$ cat src/rtl/serial_deser.sv
// serial_deser: LSB-first serial-to-parallel receiver with two's-complement magnitude.
//
// Ports:
//   clk    in   1      single rising-edge clock
//   rst    in   1      asynchronous active-high reset
//   start  in   1      frame start strobe (sampled in IDLE, or in DONE together with ack)
//   A      in   1      serial two's-complement data, LSB first, one bit per clock
//   ack    in   1      consumer acknowledge, releases the held result
//   P      out  WIDTH  received word
//   MAG    out  WIDTH  unsigned magnitude of P
//   SIGN   out  1      MSB of P
//   valid  out  1      result on P/MAG/SIGN is complete and stable
//   busy   out  1      frame capture in progress
module serial_deser #(
    parameter int WIDTH = 8
) (
    input  logic             clk,
    input  logic             rst,
    input  logic             start,
    input  logic             A,
    input  logic             ack,
    output logic [WIDTH-1:0] P,
    output logic [WIDTH-1:0] MAG,
    output logic             SIGN,
    output logic             valid,
    output logic             busy
);
    localparam int CW = (WIDTH > 2) ? $clog2(WIDTH) : 1;
    localparam logic [CW-1:0] CNT_LAST = CW'(WIDTH - 1);
    localparam logic [CW-1:0] CNT_ONE = CW'(1);
    localparam logic [WIDTH-1:0] ONE = WIDTH'(1);

    typedef enum logic [1:0] {S_IDLE, S_SHIFT, S_DONE} state_t;

    state_t           r_state;
    state_t           w_next;
    logic [CW-1:0]    r_cnt;
    logic [WIDTH-1:0] r_sr;
    logic [WIDTH-1:0] r_p;
    logic [WIDTH-1:0] r_mag;
    logic             r_sign;
    logic             w_cap0;
    logic             w_last;
    logic [WIDTH-1:0] w_word;
    logic [WIDTH-1:0] w_mag;

    // A new frame begins from IDLE on start, or straight out of DONE when the
    // consumer acknowledges and restarts on the same edge.
    assign w_cap0 = start && ((r_state == S_IDLE) || ((r_state == S_DONE) && ack));
    assign w_last = (r_state == S_SHIFT) && (r_cnt == CNT_LAST);

    // The completed word merges the final serial bit as MSB, so P is loaded on
    // the same edge that captures it.
    assign w_word = {A, r_sr[WIDTH-2:0]};
    // Most-negative value wraps to 2^(WIDTH-1), which is its true magnitude.
    assign w_mag  = A ? (~w_word + ONE) : w_word;

    always_ff @(posedge clk or posedge rst) begin
        if (rst) r_state <= S_IDLE;
        else     r_state <= w_next;
    end

    always_comb begin
        w_next = r_state;
        case (r_state)
            S_IDLE:  w_next = start ? S_SHIFT : S_IDLE;
            S_SHIFT: w_next = w_last ? S_DONE : S_SHIFT;
            S_DONE:  w_next = ack ? (start ? S_SHIFT : S_IDLE) : S_DONE;
            default: w_next = S_IDLE;
        endcase
    end

    always_comb begin
        busy  = (r_state == S_SHIFT);
        valid = (r_state == S_DONE);
    end

    // Shift register is kept apart from P so the previous result stays visible
    // while the next frame is being captured.
    always_ff @(posedge clk or posedge rst) begin
        if (rst) begin
            r_cnt  <= '0;
            r_sr   <= '0;
            r_p    <= '0;
            r_mag  <= '0;
            r_sign <= 1'b0;
        end else if (w_cap0) begin
            r_sr[0] <= A;
            r_cnt   <= CNT_ONE;
        end else if (r_state == S_SHIFT) begin
            r_sr[r_cnt] <= A;
            r_cnt       <= w_last ? '0 : r_cnt + CNT_ONE;
            if (w_last) begin
                r_p    <= w_word;
                r_sign <= A;
                r_mag  <= w_mag;
            end
        end
    end

    assign P    = r_p;
    assign MAG  = r_mag;
    assign SIGN = r_sign;
endmodule

$ cat config.mk
export PLATFORM = sky130hd
export DESIGN_NAME = serial_deser
export DESIGN_NICKNAME = d
export VERILOG_FILES = /design/src/rtl/serial_deser.sv
export SDC_FILE = /design/constraint.sdc
export NUM_CORES = 1
export LEC_CHECK = 0
export ABC_AREA = 1
export BUFFER_PORTS_ARGS = -buffer_cell sky130_fd_sc_hd__buf_2
export CAP_MARGIN = 25
export CORE_AREA = 2 2 53 55
export CTS_BUF_LIST = sky130_fd_sc_hd__clkbuf_2
export CTS_CLUSTER_DIAMETER = 80
export DETAILED_ROUTE_END_ITERATION = 7
export DIE_AREA = 0 0 55 57
export GPL_TIMING_DRIVEN = 0
export PLACE_DENSITY = 0.76
export SLEW_MARGIN = 40
export SYNTH_ARGS = -nofsm -noshare
export SYNTH_HDL_FRONTEND = slang
export SYNTH_SLANG_ARGS = --single-unit
$ cat constraint.sdc
create_clock -name clk -period 1.5 [get_ports clk]
set_input_delay 0.15 -clock clk [delete_from_list [all_inputs] [get_ports clk]]
set_output_delay 0.15 -clock clk [all_outputs]
set_load 0.005 [all_outputs]
# Yosys cells after proc, flatten, opt, wreduce, memory -nomap -nowiden
# Index checks and enable logic that the tools add are counted.
[classes] mux=13 n_eq_ne=3 n_reduce_logical=9 add_sub_neg=2 bitwise=2 n_lt_le_gt_ge=2
[op_table] cell="3-bit 2-to-1 mux" n=3
[op_table] cell="8-bit by 1-bit adder with 8-bit output, second input constant" n=1
[op_table] cell="8-bit bitwise mux" n=1
[op_table] cell="8-bit 2-to-1 mux" n=1
[op_table] cell="8-bit inverter" n=1
[op_table] cell="2-bit case mux with 3 select lines" n=1
[op_table] cell="1-bit logical AND" n=4
[op_table] cell="3-bit by 4-bit < comparator with 1-bit output, second input constant" n=1
[op_table] cell="1-bit 2-to-1 mux" n=4
[op_table] cell="2-bit 2-to-1 mux" n=2
[op_table] cell="3-bit by 1-bit adder with 3-bit output, second input constant" n=1
[op_table] cell="1-bit demux with 3-bit select" n=1
[op_table] cell="3-bit == test, second input constant" n=1
[op_table] cell="3-bit by 1-bit greater-or-equal comparator with 1-bit output, second input constant" n=1
[op_table] cell="3-bit AND reduction" n=1
[op_table] cell="2-bit by 1-bit == test with 1-bit output, second input constant" n=1
[op_table] cell="2-bit == test, second input constant" n=1
[op_table] cell="2-bit logical NOT" n=1
[op_table] cell="2-bit AND reduction" n=1
[op_table] cell="2-bit nonzero test" n=1
[op_table] cell="1-bit logical OR" n=1
[op_table] cell="1-bit inverter" n=1
[totals] ff_bits=30 output_inout_bits=19 word_cells=38

# Depth between registers and ports, before layout
# Gate-level depths: netlist (run 1).
[logic_depth] depth_word=7 depth_mapped=7

# Worst setup path before layout (run 1)
# Ideal clock, no wire load.
[synth_path] path_kind="reg2reg" startpoint="register r_cnt[0]" endpoint="register r_mag[4] (netlist: MAG[4])" required_time_ps=1378 path_slack_ps=158 setup_ps=122 arrival_ps=1219 n_path_buf=1 synth_period_minus_slack_ps=1342 path_stages_with_launch=8 path_cell_list="dfrtp_1 ha_1 ha_1 nand3_2 buf_6 inv_2 nand3_1 nand3_2"
[synth_between] elab_chain_len=3
[synth_rtl] element="start, declared" line_no="37" source="logic [CW-1:0] r_cnt;"
[synth_rtl] element="start signal, assigned" line_no="92" source="r_cnt <= w_last ? '0 : r_cnt + CNT_ONE;"
[synth_rtl] element="3-bit == test" line_no="50" source="assign w_last = (r_state == S_SHIFT) && (r_cnt == CNT_LAST);"
[synth_rtl] element="1-bit logical AND" line_no="50"
[synth_rtl] element="3-bit AND reduction (no source line)"
[synth_rtl] element="end signal, assigned" line_no="96" source="r_mag <= w_mag;"
[synth_rtl] element="end, declared" line_no="40" source="logic [WIDTH-1:0] r_mag;"
# No other way between the ends.
# A chain may end at the register's enable or synchronous reset.

# Worst setup path in the final report (run 1)
[layout_path] startpoint="register r_cnt[0]" endpoint="register r_mag[2] (netlist: MAG[2])"
# The elaborated chain is that of the path after synthesis.

==> results of run 1 <==
worst register-to-register path: stages (launching register included):
cell     delay, ns
dfrtp_1       0.42
ha_1          0.16
ha_2          0.20
nand3_2       0.11
buf_6         0.16
buf_4         0.13
o21ai_0       0.17
report_power, final:
part / switching (mW) / internal [mW] / total [mW]
Clock: 0.206 / 0.0704 / 0.276
Sequential: 0.251 / 1.07 / 1.33
Combinational: 0.845 / 0.669 / 1.51
registers in the layout (all words and copies together), names as in the netlist:
register / flops
MAG: 7
P: 8
r_cnt: 3
r_sr: 7
r_state: 2
final timing paths:
kind                                   endpoint  slack, ns
setup / recovery             MAG[2]$_DFFE_PP0P_       0.09
hold / removal             r_state[1]$_DFF_PP0_       0.02
setup reg to reg             MAG[2]$_DFFE_PP0P_       0.09
hold reg to reg                P[3]$_DFFE_PP0P_       0.51
max in group asynchronous      P[4]$_DFFE_PP0P_       0.77
min in group asynchronous  r_state[1]$_DFF_PP0_       0.36
cells in the final DEF, fill, tap and decap left out, drive strengths merged:
cell type     n
nand2        47
o21ai        20
nor2         16
nand4         1
dlygate4sd3   1
inv          17
nand3        20
xor2          1
buf          33
a21oi         1
ha            3
clkbuf        4
dfrtp        27
through the flow:
stage | setup WS, ns | hold WS [ns] | total power, mW | instance area (um2)
after floorplan | 0.1583 | 0.2027 | 2.333 | 1349
after global placement | 0.06878 | 0.3986 | 2.729 | 1503
after detailed placement | 0.02354 | 0.2357 | 2.807 | 1503
after CTS | 0.03317 | 0.009197 | 3.129 | 1550
after global routing | 0.01629 | 0.005229 | 3.453 | 1568
final | 0.08595 | 0.02379 | 3.115 | 1568
cells by family (layout without fill, tap and decap cells):
kind of cell	after synthesis	in the layout	synth area share, %
simple gates	84	84	28.02
flops	27	27	50.09
xor+xnor	1	1	0.6495
compound gates	21	21	9.740
fa+ha+maj	3	3	2.783
buf+inv	23	55	8.719
area by class of cell:
cell class	instances	area share, %
multi-input cells	109	35.75
clock buffers	4	1.277
plain buffers	6	3.432
repair buffers	28	9.896
flip-flops and latches	27	43.10
well taps	31	2.474
inverters	17	4.070
routing by layer:
layer  share of wire (%)  global-route usage [%]  vias to the layer above  wire length, um
li1                    -                       -                      570                -
met1                  45                   23.41                      516             1172
met2                  51                   31.12                       23             1329
met3                 2.9                   2.618                        4               75
met4                 1.2                   9.408                        0               30
met5                   0                       0                        -                0
what timing repair did:
action | 4_1_cts | 5_1_grt
setup buffers | 2 | 2
pin swaps | 0 | 1
hold buffers | 1 | 0
setup endpoints to repair | 11 | 11
gates resized for setup | 1 | 1
endpoints found under the hold margin | 27 | 0
==> impl_metrics.env, run 1 <==
export IMPL_yosys_top_cells_count="44 x nand2_1, 27 x dfrtp_1, 16 x nand3_1"
export IMPL_timing_rr_start="r_cnt[0]$_DFFE_PP0P_"
export IMPL_hold_path_depth=4
export IMPL_postSynthCellCount=159
export IMPL_multi_input_area_um2=560.5
export IMPL_antenna_found_initial=0
export IMPL_drive_gt1_share_pct=30.37
export IMPL_crit_required_ns=1.78
export IMPL_worstPathArrival_ns=1.69
export IMPL_die_h_um=57
export IMPL_timing_final_crit_share_pct=94.27
export IMPL_synthTopCellsByArea="dfrtp_1 50%, nand2_1 12%, nand3_1 5.9%"
export IMPL_overflow=0
export IMPL_yosysMostFrequentCell="nand2_1"
export IMPL_synth_edf_count=0
export IMPL_hold_path_class="in2reg"
export IMPL_die_w_um=55
export IMPL_grt_pass1_wl_um=4333
export IMPL_cp_num_buf_inv=2
export IMPL_initialDrtViolationCount=38
export IMPL_critPathKind="reg2reg"
export IMPL_setup_viol=0
export IMPL_synth_top_area_cell="dfrtp_1"
export IMPL_num_nets_final=200
export IMPL_cts_inserted_buffers=3
export IMPL_timing_slew_headroom_pct=62.53
export IMPL_avgSynthCellArea_um2=8.483
export IMPL_numPortBuffers=23
export IMPL_fin_skew_ns=0.001606
export IMPL_ant_nets=0
export IMPL_gp_congestion=0.8459
export IMPL_clk_path_buf_depth=2
export IMPL_final_util_pct=59.95
export IMPL_cts_tree="yes"
export IMPL_tns_ns=0
export IMPL_vias=1113
export IMPL_max_freq_mhz=707.2
export IMPL_grt_pass1_vias=1049
export IMPL_cp_slowest_cell="dfrtp_1"
export IMPL_drc=0
export IMPL_num_fill_cells=252
export IMPL_crit_family="flip-flops"
export IMPL_routed_wl_um=2607
export IMPL_yosys_cell_types_count=20
export IMPL_powerDensity_nw_per_um2=1987
export IMPL_grt_max_degree=28
export IMPL_synth_top_area_share_pct=50.09
export IMPL_worst_path_stages=6
export IMPL_grt_usage_pct=18.82
export IMPL_startpoint_type="flop"
export IMPL_endpoint_kind="flop"
export IMPL_dp_hpwl_um=1932
export IMPL_core_rowCount=19
export IMPL_clk_latency_ns=0.34
export IMPL_dieArea_um2=3135
export IMPL_ys_seq_area_share_pct=50.09
export IMPL_path_cells="ha_1 > ha_2 > nand3_2 > buf_6 > buf_4 > o21ai_0"
export IMPL_crit_fanout=8
export IMPL_dp_cells=213
export IMPL_p_leak_nw=0.8440
export IMPL_drv_slew=0
export IMPL_min_period_ns=1.414
export IMPL_rsz0062_at_grt="false"
export IMPL_cts_root_buf="clkbuf_2"
export IMPL_hold_viol=0
export IMPL_synth_top_flop_cell="dfrtp_1"
export IMPL_hold_start="ack"
export IMPL_initial_core_util_pct=51.58
export IMPL_tightest_slew_ns=0.5613
export IMPL_max_cap_violations=0
export IMPL_cts_clk_slew_worst_paths_ns=0.24
export IMPL_synth_fp_nets=167
export IMPL_drt_pass1_iterations=4
export IMPL_startpoint="r_cnt[0]$_DFFE_PP0P_"
export IMPL_core_area_um2=2615
export IMPL_ir_drop_uv=1073
export IMPL_fin_cells=222
export IMPL_yosys_warnings=0
export IMPL_reg2reg_depth=6
export IMPL_antenna_cells=0
export IMPL_synth_seq_cells=27
export IMPL_htreeDepth=1
export IMPL_netlist_area_um2=1349
export IMPL_cts_sinks=27
export IMPL_status="completed"
export IMPL_critical_path_max_stage_delay_ns=0.42
export IMPL_area_delta_synth_final_pct=16.23
export IMPL_io_pins=24
export IMPL_seq_area_um2=675.6
export IMPL_post_drt_wl_per_cell_um=11.74
export IMPL_async_flop_share_pct=100.0
export IMPL_via_per_inst=5.014
(Power assumes the default switching activity.)
==> run 2, diff against run 1 <==
--- a/config.mk
+++ b/config.mk
@@ -8,11 +8,11 @@
 export ABC_AREA = 1
 export BUFFER_PORTS_ARGS = -buffer_cell sky130_fd_sc_hd__buf_2
 export CAP_MARGIN = 25
-export CORE_AREA = 2 2 53 55
+export CORE_AREA = 2 2 59 50
 export CTS_BUF_LIST = sky130_fd_sc_hd__clkbuf_2
 export CTS_CLUSTER_DIAMETER = 80
 export DETAILED_ROUTE_END_ITERATION = 7
-export DIE_AREA = 0 0 55 57
+export DIE_AREA = 0 0 61 52
 export GPL_TIMING_DRIVEN = 0
 export PLACE_DENSITY = 0.76
 export SLEW_MARGIN = 40
==> run 2 against run 1 <==
Against the previous run: wire length shrank 1.0%; cell area up 1.6%; utilization is 0.93 points higher; register-to-register slack is essentially flat; clock power barely moved; clock skew rose by 0.0031 ns; sequential share of layout area is 0.60 points lower; via count fell by 2.1%; flip-flop and latch count unchanged; critical path type unchanged; largest cell class unchanged; largest power group unchanged.
==> impl_metrics.env, run 2 (synthesized netlist as in run 1, its figures left out) <==
export IMPL_status="completed"
export IMPL_crit_required_ns=1.80
export IMPL_via_per_inst=4.760
export IMPL_cts_tree="yes"
export IMPL_vias=1090
export IMPL_cts_root_buf="clkbuf_2"
export IMPL_wl_met1_um=1226
export IMPL_htreeDepth=1
export IMPL_layout_common_cells="44 x nand2_1, 26 x dfrtp_1, 25 x buf_2"
export IMPL_p_leak_nw=0.8426
export IMPL_ant_nets=0
export IMPL_gp_congestion=0.8242
export IMPL_grt_pass1_wl_um=4278
export IMPL_num_nets_final=200
export IMPL_cts_clk_slew_worst_paths_ns=0.24
export IMPL_drt_pass1_iterations=5
export IMPL_wl_met2_um=1238
export IMPL_clockPowerShare_pct=8.8
export IMPL_rsz0062_at_grt="false"
export IMPL_ir_drop_uv=865.3
export IMPL_drc=0
export IMPL_cts_sinks=27
export IMPL_drive_gt1_share_pct=30.89
export IMPL_io_pins=24
export IMPL_endpoint_kind="flop"
export IMPL_dieArea_um2=3172
export IMPL_p_seq_share_pct=42.8
export IMPL_grt_max_degree=28
export IMPL_tightest_slew_ns=0.5559
export IMPL_p_int_mw=1.832
export IMPL_antenna_cells=0
export IMPL_core_area_um2=2616
export IMPL_post_drt_wl_per_cell_um=11.27
export IMPL_fin_skew_ns=0.004707
export IMPL_combPwrFrac_pct=48.3
export IMPL_critPathKind="reg2reg"
export IMPL_worstPathArrival_ns=1.72
export IMPL_core_rowCount=17
export IMPL_dr_max_layer_used="met4"
export IMPL_cts_inserted_buffers=3
export IMPL_startpoint_type="flop"
export IMPL_antenna_found_initial=0
export IMPL_clk_latency_ns=0.35
export IMPL_wl_met3_um=86
export IMPL_dp_hpwl_um=1855
export IMPL_setup_viol=0
export IMPL_clk_path_buf_depth=2
export IMPL_final_common_cell="nand2_1"
export IMPL_area_delta_synth_final_pct=18.09
export IMPL_grt_usage_pct=18.43
export IMPL_crit_fanout=10
export IMPL_hold_ws_ns=0.02218
export IMPL_final_cell_area_um2=1593
export IMPL_initial_core_util_pct=51.55
export IMPL_powerDensity_nw_per_um2=1983
export IMPL_largest_reg_flops=8
export IMPL_min_period_ns=1.418
export IMPL_p_sw_mw=1.327
export IMPL_numPortBuffers=23
export IMPL_num_fill_cells=228
export IMPL_die_w_um=61
export IMPL_die_h_um=52
export IMPL_netSwitchingFraction_pct=42.00
export IMPL_place_area_um2=1511
export IMPL_overflow=0
export IMPL_routed_wl_um=2581
export IMPL_timing_final_crit_share_pct=94.56
export IMPL_max_cap_violations=0
export IMPL_drv_slew=0
export IMPL_hold_path_class="in2reg"
export IMPL_initialDrtViolationCount=32
export IMPL_tns_ns=0
export IMPL_grt_pass1_vias=997
export IMPL_timing_slew_headroom_pct=62.88
export IMPL_max_freq_mhz=705.0
export IMPL_hold_viol=0
[run 2: cell counts in the layout (fill, tap and decap cells not counted)]
No cell type changed its count.
[run 2: worst paths after layout]
path	startpoint	to	slack (ns)	cells past startpoint
setup reg to reg	r_cnt[1]$_DFFE_PP0P_	P[4]$_DFFE_PP0P_	0.08	7
hold / removal	ack	r_state[1]$_DFF_PP0_	0.02	4
hold reg to reg	P[2]$_DFFE_PP0P_	P[2]$_DFFE_PP0P_	0.51	2
max in group asynchronous	rst	r_cnt[1]$_DFFE_PP0P_	0.76	3
min in group asynchronous	rst	r_sr[2]$_DFFE_PP0P_	0.35	3
setup / recovery	r_cnt[1]$_DFFE_PP0P_	P[4]$_DFFE_PP0P_	0.08	7
[run 2: cell type report]
cell class / count / area, um2 / area share [%]
multi-input cells: 109 / 578.1 / 36.29
well taps: 38 / 47.55 / 2.985
flip-flops and latches: 27 / 676.9 / 42.50
plain buffers: 6 / 53.80 / 3.378
repair buffers: 28 / 152.6 / 9.584
clock buffers: 4 / 20.02 / 1.257
inverters: 17 / 63.81 / 4.006
[run 2: routing by layer]
| metal | vias up | global-route usage [%] |
|---|---|---|
| li1 | 567 | - |
| met1 | 489 | 23.97 |
| met2 | 28 | 30.65 |
| met3 | 6 | 3.980 |
| met4 | 0 | 5.435 |
| met5 | - | 0 |
[run 2: repair_timing]
item / in CTS / in global routing
resized for setup: 0 / 5
setup buffers: 1 / 2
gates cloned: 0 / 1
hold buffers: 1 / 0
pin swaps: 0 / 1
setup endpoints to repair: 5 / 15
hold endpoints to repair: 27 / 0
[run 2: through the flow]
step / std cells / utilization (%) / setup slack (ns) / power (mW)
final: 229 / 60.88 / 0.08160 / 3.158
after detailed placement: 220 / 57.77 / 0.03227 / 2.794
after global placement: 220 / 57.77 / 0.06166 / 2.733
after floorplan: 159 / - / 0.1583 / 2.333
after CTS: 226 / 59.21 / 0.001232 / 3.088
after global routing: 229 / 60.88 / 0.02092 / 3.479
[run 2: worst max-delay path, cell delays in order, from the launching register on]
cell and delay (ns):
dfrtp_2 0.49, ha_1 0.22, ha_4 0.18, nand3_4 0.08, buf_6 0.14, buf_8 0.13, nand2_1 0.06, o21ai_2 0.06
[run 2: power by group through the flow]
| stage | clock, mW | sequential (mW) | combinational, mW |
|---|---|---|---|
| final | 0.279 | 1.35 | 1.53 |
| after global routing | 0.314 | 1.41 | 1.76 |
| after CTS | 0.284 | 1.34 | 1.47 |
| after detailed placement | 0 | 1.37 | 1.42 |
| after global placement | 0 | 1.35 | 1.39 |
| after floorplan | 0 | 1.35 | 0.985 |
==> run 3, diff against run 2 <==
==> constraint.sdc (replaced) <==
create_clock -name clk -period 1.5 [get_ports clk]
set_input_delay 0.225 -clock clk [delete_from_list [all_inputs] [get_ports clk]]
set_output_delay 0.225 -clock clk [all_outputs]
set_load 0.005 [all_outputs]
==> run 3 against run 2 <==
Against the previous run: sequential power about the same; critical path type unchanged; utilization increased by 0.14 points; sequential share of layout area about the same; highest routed layer unchanged; cell count unchanged; critical path depth unchanged; hold slack improved by 0.073 ns; clock power about the same; total power about the same; clock skew about the same; register-to-register slack about the same; largest cell class unchanged; non-clock buffer count unchanged.
==> impl_metrics.env, run 3 (synthesized netlist as in run 1, its figures left out) <==
export IMPL_num_nets_final=200
export IMPL_core_area_um2=2616
export IMPL_ant_nets=0
export IMPL_die_h_um=52
export IMPL_via_per_inst=4.712
export IMPL_setup_viol=0
export IMPL_cts_inserted_buffers=3
export IMPL_seq_area_um2=678.2
export IMPL_drt_pass1_iterations=4
export IMPL_max_cap_violations=0
export IMPL_overflow=0
export IMPL_num_fill_cells=226
export IMPL_routed_wl_um=2572
export IMPL_dieArea_um2=3172
export IMPL_crit_fanout=10
export IMPL_final_util_pct=61.02
export IMPL_powerDensity_nw_per_um2=1979
export IMPL_tns_ns=0
export IMPL_status="completed"
export IMPL_vias=1079
export IMPL_tightest_slew_ns=0.5543
export IMPL_area_delta_synth_final_pct=18.37
export IMPL_fin_skew_ns=0.004958
export IMPL_io_pins=24
export IMPL_timing_final_crit_share_pct=94.25
export IMPL_startpoint_type="flop"
export IMPL_htreeDepth=1
export IMPL_cts_tree="yes"
export IMPL_cts_clk_slew_worst_paths_ns=0.24
export IMPL_drc=0
export IMPL_post_drt_wl_per_cell_um=11.23
export IMPL_hold_path_class="in2reg"
export IMPL_critPathKind="reg2reg"
export IMPL_max_freq_mhz=707.3
export IMPL_layout_common_cells="44 x nand2_1, 25 x dfrtp_1, 25 x buf_2"
export IMPL_die_w_um=61
export IMPL_drive_gt1_share_pct=31.94
export IMPL_endpoint_kind="flop"
export IMPL_antenna_found_initial=0
export IMPL_antenna_cells=0
export IMPL_drv_slew=0
export IMPL_rsz0062_at_grt="false"
export IMPL_min_period_ns=1.414
export IMPL_core_rowCount=17
export IMPL_wl_met3_um=80
export IMPL_largest_reg_flops=8
export IMPL_wl_met2_um=1249
export IMPL_dp_hpwl_um=1855
export IMPL_grt_pass1_vias=997
export IMPL_grt_usage_pct=18.43
export IMPL_final_common_cell="nand2_1"
export IMPL_timing_slew_headroom_pct=62.99
export IMPL_wl_met1_um=1216
export IMPL_grt_max_degree=28
export IMPL_worstPathArrival_ns=1.71
export IMPL_grt_pass1_wl_um=4278
export IMPL_clk_path_buf_depth=2
export IMPL_numPortBuffers=23
export IMPL_initial_core_util_pct=51.55
export IMPL_cts_sinks=27
export IMPL_crit_required_ns=1.80
export IMPL_gp_congestion=0.8242
export IMPL_multi_input_area_um2=580.6
export IMPL_hold_viol=0
export IMPL_dr_max_layer_used="met4"
export IMPL_clk_latency_ns=0.35
export IMPL_initialDrtViolationCount=34
export IMPL_p_leak_nw=0.8416
export IMPL_ir_drop_uv=875.6
export IMPL_cts_root_buf="clkbuf_2"
-- run 3: cell type report --
class                   count  area share, %
repair buffers             28          9.561
clock buffers               4          1.254
well taps                  38          2.978
inverters                  17          3.997
flip-flops and latches     27          42.48
plain buffers               6          3.370
multi-input cells         109          36.36
-- run 3: metrics by stage --
stage	cells	hold slack, ns	worst slack (ns)	power [mW]	cell area [um2]
finish	229	0.09472	0.08626	3.159	1597
global route	229	0.09953	0.02091	3.486	1597
CTS	226	0.09348	0.001232	3.088	1549
detailed placement	220	0.3125	0.03227	2.794	1511
global placement	220	0.4612	0.06166	2.733	1511
floorplan	159	0.2777	0.1583	2.333	1349
-- run 3: what timing repair did --
item	CTS	global route
hold buffers	1	0
gates cloned	0	1
setup buffers	1	2
endpoints found under the setup margin	5	15
resized for setup	0	7
pin swaps	0	1
hold endpoints to repair	27	0
-- run 3: layer usage --
layer	global-route usage, %	vias to the layer above
li1	-	567
met1	23.97	488
met2	30.65	20
met3	3.980	4
met4	5.435	0
met5	0	-
-- run 3: power by group --
part | switching [mW] | internal [mW]
clock | 0.208 | 0.0704
sequential | 0.277 | 1.08
combinational | 0.839 | 0.685
-- run 3: critical path, stage by stage (launching register included) --
cell     delay (ns)
dfrtp_2        0.49
ha_1           0.22
ha_4           0.18
nand3_4        0.08
buf_6          0.14
buf_8          0.13
nand2_1        0.06
o21ai_2        0.06
-- run 3: final timing paths --
kind                            cells after the start  slack [ns]                    to                 start
worst min register to register                      2        0.51      P[2]$_DFFE_PP0P_      P[2]$_DFFE_PP0P_
max in group asynchronous                           3        0.68  r_state[0]$_DFF_PP0_                   rst
worst min-delay path                                4        0.09  r_state[1]$_DFF_PP0_                   ack
min in group asynchronous                           3        0.43   r_sr[2]$_DFFE_PP0P_                   rst
worst max-delay path                                7        0.09      P[4]$_DFFE_PP0P_  r_cnt[1]$_DFFE_PP0P_
worst max register to register                      7        0.09      P[4]$_DFFE_PP0P_  r_cnt[1]$_DFFE_PP0P_
